**src/rtl/inst_fetch_unit_pkg.sv**
```systemverilog
// Shared types and constants for the instruction fetch unit: FSM state encoding
// and the default memory data width.
package inst_fetch_unit_pkg;

    localparam int IFU_ST_LEN   = 2;
    localparam int MEM_DATA_LEN = 64;

    typedef enum logic [IFU_ST_LEN-1:0] {
        ST_IDLE = 2'd0,
        ST_REQ  = 2'd1,
        ST_WAIT = 2'd2,
        ST_HOLD = 2'd3
    } ifu_state_e;

    function automatic logic pc_misaligned(input logic [1:0] pc_low);
        return |pc_low;
    endfunction

endpackage

```
**src/rtl/inst_fetch_unit.sv**
```systemverilog
// Multicycle instruction fetch stage: takes a pc, issues one 64-bit memory read,
// selects the 32-bit lane and holds it for decode. Handles redirect flushes and faults.
module inst_fetch_unit
    import inst_fetch_unit_pkg::*;
#(
    parameter int ADDR_W = 64,
    parameter int INST_W = 32,
    parameter int MEM_W  = MEM_DATA_LEN
) (
    input  logic              clk,
    input  logic              rst,
    input  logic [ADDR_W-1:0] pc_i,
    input  logic              pc_valid_i,
    output logic              pc_ready_o,
    input  logic              redirect_i,
    output logic              mem_req_valid_o,
    input  logic              mem_req_ready_i,
    output logic [ADDR_W-1:0] mem_req_addr_o,
    input  logic              mem_rsp_valid_i,
    input  logic [MEM_W-1:0]  mem_rsp_data_i,
    input  logic              mem_rsp_err_i,
    output logic              inst_valid_o,
    input  logic              inst_ready_i,
    output logic [INST_W-1:0] inst_o,
    output logic [ADDR_W-1:0] inst_pc_o,
    output logic              inst_fault_o
);

    ifu_state_e        state_q, state_d;
    logic [ADDR_W-1:0] pc_q, pc_d;
    logic              drop_q, drop_d;
    logic [INST_W-1:0] inst_q, inst_d;
    logic              fault_q, fault_d;
    logic              pc_fire;
    logic [INST_W-1:0] rsp_lane;

    assign pc_ready_o = ((state_q == ST_IDLE) || ((state_q == ST_HOLD) && inst_ready_i))
                        && !redirect_i;
    assign pc_fire    = pc_valid_i && pc_ready_o;
    assign rsp_lane   = pc_q[2] ? mem_rsp_data_i[MEM_W-1 -: INST_W] : mem_rsp_data_i[INST_W-1:0];

    assign mem_req_valid_o = (state_q == ST_REQ);
    assign mem_req_addr_o  = {pc_q[ADDR_W-1:3], 3'b000};
    assign inst_valid_o    = (state_q == ST_HOLD);
    assign inst_o          = inst_q;
    assign inst_pc_o       = pc_q;
    assign inst_fault_o    = fault_q;

    always_ff @(posedge clk or negedge rst) begin
        if (!rst) begin
            state_q <= ST_IDLE;
            pc_q    <= '0;
            drop_q  <= 1'b0;
            inst_q  <= '0;
            fault_q <= 1'b0;
        end else begin
            state_q <= state_d;
            pc_q    <= pc_d;
            drop_q  <= drop_d;
            inst_q  <= inst_d;
            fault_q <= fault_d;
        end
    end

    // A request is never retracted once issued; a redirect only marks its response for discard.
    always_comb begin
        state_d = state_q;
        pc_d    = pc_q;
        drop_d  = drop_q;
        inst_d  = inst_q;
        fault_d = fault_q;

        unique case (state_q)
            ST_IDLE: begin
            end
            ST_REQ: begin
                if (redirect_i) drop_d = 1'b1;
                if (mem_req_ready_i) state_d = ST_WAIT;
            end
            ST_WAIT: begin
                if (mem_rsp_valid_i) begin
                    if (drop_q || redirect_i) begin
                        drop_d  = 1'b0;
                        state_d = ST_IDLE;
                    end else begin
                        inst_d  = mem_rsp_err_i ? '0 : rsp_lane;
                        fault_d = mem_rsp_err_i;
                        state_d = ST_HOLD;
                    end
                end else if (redirect_i) begin
                    drop_d = 1'b1;
                end
            end
            ST_HOLD: begin
                if (redirect_i || inst_ready_i) state_d = ST_IDLE;
            end
            default: state_d = ST_IDLE;
        endcase

        // Misaligned pcs never touch the bus; they go straight to decode as a fault.
        if (pc_fire) begin
            pc_d = pc_i;
            if (pc_misaligned(pc_i[1:0])) begin
                inst_d  = '0;
                fault_d = 1'b1;
                state_d = ST_HOLD;
            end else begin
                state_d = ST_REQ;
            end
        end
    end

endmodule

```
**config.mk**
```make
export PLATFORM = sky130hd
export DESIGN_NAME = inst_fetch_unit
export DESIGN_NICKNAME = d
export VERILOG_FILES = /design/src/rtl/inst_fetch_unit_pkg.sv /design/src/rtl/inst_fetch_unit.sv
export SDC_FILE = /design/constraint.sdc
export NUM_CORES = 1
export LEC_CHECK = 0
export BUFFER_PORTS_ARGS = -buffer_cell sky130_fd_sc_hd__buf_2
export CORE_AREA = 2 2 116 118
export DETAILED_ROUTE_END_ITERATION = 12
export DIE_AREA = 0 0 118 120
export PLACE_DENSITY_LB_ADDON = 0.12
export RECOVER_POWER = 50
export SLEW_MARGIN = 40
export SYNTH_ARGS = -nofsm -noshare
export SYNTH_HDL_FRONTEND = slang
export SYNTH_SLANG_ARGS = --single-unit
```
**constraint.sdc**
```tcl
create_clock -name clk -period 2.6 [get_ports clk]
set_input_delay 0.78 -clock clk [delete_from_list [all_inputs] [get_ports clk]]
set_output_delay 0.78 -clock clk [all_outputs]
set_load 0.1 [all_outputs]
```
==> flow_summary.yaml <==
timing:
  fin_skew_ns: 0.00594
  fin_crit_ns: 2.30
  hold_viol: 0
  rsz0062_at_grt: "false"
  min_period_over_period_pct: 88.5
  slew_violations: 0
  setup_violations: 0
  setup_tns_ns: 0
  fmax_mhz: 434
  slew_headroom_pct: 12.4
  worstMarginPinSlew_ns: 1.31
route:
  vias: 3877
  wl_per_cell_um: 15.0
  routed_wl_um: 12400
  vias_per_cell: 4.72
  final_antenna_net_count: 0
  drc: 0
  drt_iter0_markers: 126
  firstDrtPassIters: 6
setup_path:
  cp_cell_sequence: "and3_1, nor2_1, nor2_2, buf_12"
  startpoint: "state_q[1]$_DFFE_PN0P_"
  critPathTopFamily: "flip-flops"
  ff2ff_setup_slack_ns: 0.35
  crit_buf_inv: 1
  end_kind: "output pin"
  cp.arrival_ns: 1.52
  r2r_cells: 4
  critPathRequiredTime_ns: 1.82
  crit_slowest_cell: "dfrtp_1"
  r2r_end: "inst_pc_o[32]$_DFFE_PN0N_"
  crit_fanout: 11
  r2r_start: "state_q[1]$_DFFE_PN0P_"
  crit_path_max_incr_delay_ns: 0.54
  crit_type: "reg -> out"
  cp-start-kind: "flip-flop"
grt:
  overflow: 0
  grt_pass1_vias: 3821
  grt_pass1_wl_um: 19400
  grt_max_degree: 58
  globalRouteTotalUtil_pct: 17.3
  antenna_found_initial: 1
cts:
  htreeDepth: 3
  hold_buffers: 0
  insertion_delay_ns: 0.34
  max-clock-path-buffers: 2
  clk_pin_slew_worst_paths_ns: 0.07
  post_cts_resize_count: 0
  cts_sinks: 100
  cts_buffers: 9
  post_cts_buffers: 0
  cts_root_buffer: "clkbuf_16"
  cts_tree: "yes"
synthesis:
  synth-async-reset-ratio_pct: 100
  syn-cell-area_mm2: 0.00498
  syn_inst: 418
  synth_top_flop_cell: "dfrtp_1"
  post_synth.cell_area_avg_um2: 11.9
  ys_seq_area_share_pct: 50.3
  synth_edf_count: 0
  ys_types: 25
  ys_warn_count: 0
  ys_ff_latch: 100
placement:
  routabilityCongestion: 0.721
  io_buffers: 296
  dp_hpwl_um: 9330
  placed_area_mm2: 0.00616
min_path:
  hp-class: "reg -> reg"
  hold_end: "inst_pc_o[1]$_DFFE_PN0N_"
  hold_depth: 1
  hold_start: "inst_pc_o[1]$_DFFE_PN0N_"
finish:
  design_area_mm2: 0.00641
  syn2layout_area_growth_pct: 28.7
  final_nets: 775
  drive_above_1_share_pct: 57.6
die:
  rows: 42
  die_w_um: 118
  start_util_pct: 38.3
  die_h_um: 120
  core_mm2: 0.0130
  die_area_mm2: 0.0142
  ios: 300
run_status:
  status: "complete, no violations"
job:
  max_cap_violations: 0
layout make-up:
cell class	count	area [µm²]
diodes	1	2.50
clock buffers	9	225
clock inverters	7	98.8
fillers	1241	6570
inverters	1	3.75
multi-input cells	221	1780
flip-flops and latches	100	2500
well taps	176	220
repair buffers	306	1570
cell families after synthesis:
family | synth area share, %
flops | 50.3
buf+inv | 13.8
mux | 21.1
compound gates | 7.79
simple gates | 6.91
other cells | 0.0754
layer usage:
metal  global-route usage (%)  wire, µm
met1                     19.5      4770
met2                     31.3      6520
met3                     4.80       906
met4                     6.33       146
met5                        0         0
through the flow:
stage	setup WS, ns	cells	utilization, %	hold slack (ns)
after floorplan	0.0246	420	-	0.484
after global placement	0.320	804	47.5	0.486
after global routing	0.136	820	49.3	0.526
after detailed placement	0.312	804	47.5	0.488
final	0.298	821	49.4	0.500
after CTS	0.165	820	50.0	0.310
cell usage in the layout, fill, tap and decap left out, types with 3 or more instances in the layout:
cell type	synthesis	final
clkbuf_16	0	9
buf_4	65	3
dfrtp_1	100	99
a21oi_1	33	33
conb_1	1	3
or4_1	32	32
buf_2	9	293
mux2_2	49	49
o21ai_0	35	36
mux2i_1	33	33
nor2_1	6	5
clkbuf_1	16	4
mux2_1	15	15
worst reg2reg max path, stage by stage, from the launching register on:
cell,delay [ns]
dfrtp_1,0.50
and3_1,0.23
o21ai_0,0.29
clkbuf_4,0.68
mux2_2,0.43
flip-flops by register name (all words and copies together), names as in the netlist:
name,count
drop_q,1
state_q,2
inst_o,32
inst_pc_o,64
inst_fault_o,1
cell usage after synthesis, types with 2 or more instances:
cell / instances / area, µm²
dfrtp_1: 100 / 2500
buf_4: 65 / 488
mux2_2: 49 / 552
o21ai_0: 35 / 175
a21oi_1: 33 / 165
mux2i_1: 33 / 330
or4_1: 32 / 240
clkbuf_1: 16 / 60.1
mux2_1: 15 / 169
buf_2: 9 / 45.0
buf_6: 8 / 90.1
nor2_1: 6 / 22.5
nor2b_1: 3 / 18.8
nand3b_1: 2 / 15.0
o21a_1: 2 / 15.0
worst max-delay path by stage:
stage,endpoint,slack [ns],cells after the start
CTS,pc_ready_o,0.17,4
floorplan,pc_ready_o,0.02,3
global placement,pc_ready_o,0.32,5
finish,pc_ready_o,0.30,4
detailed placement,pc_ready_o,0.31,5
global route,inst_pc_o[32]$_DFFE_PN0N_,0.14,2
Power is not shown: default switching activity piles up to over one toggle a cycle in this logic, so the estimate is an artifact.
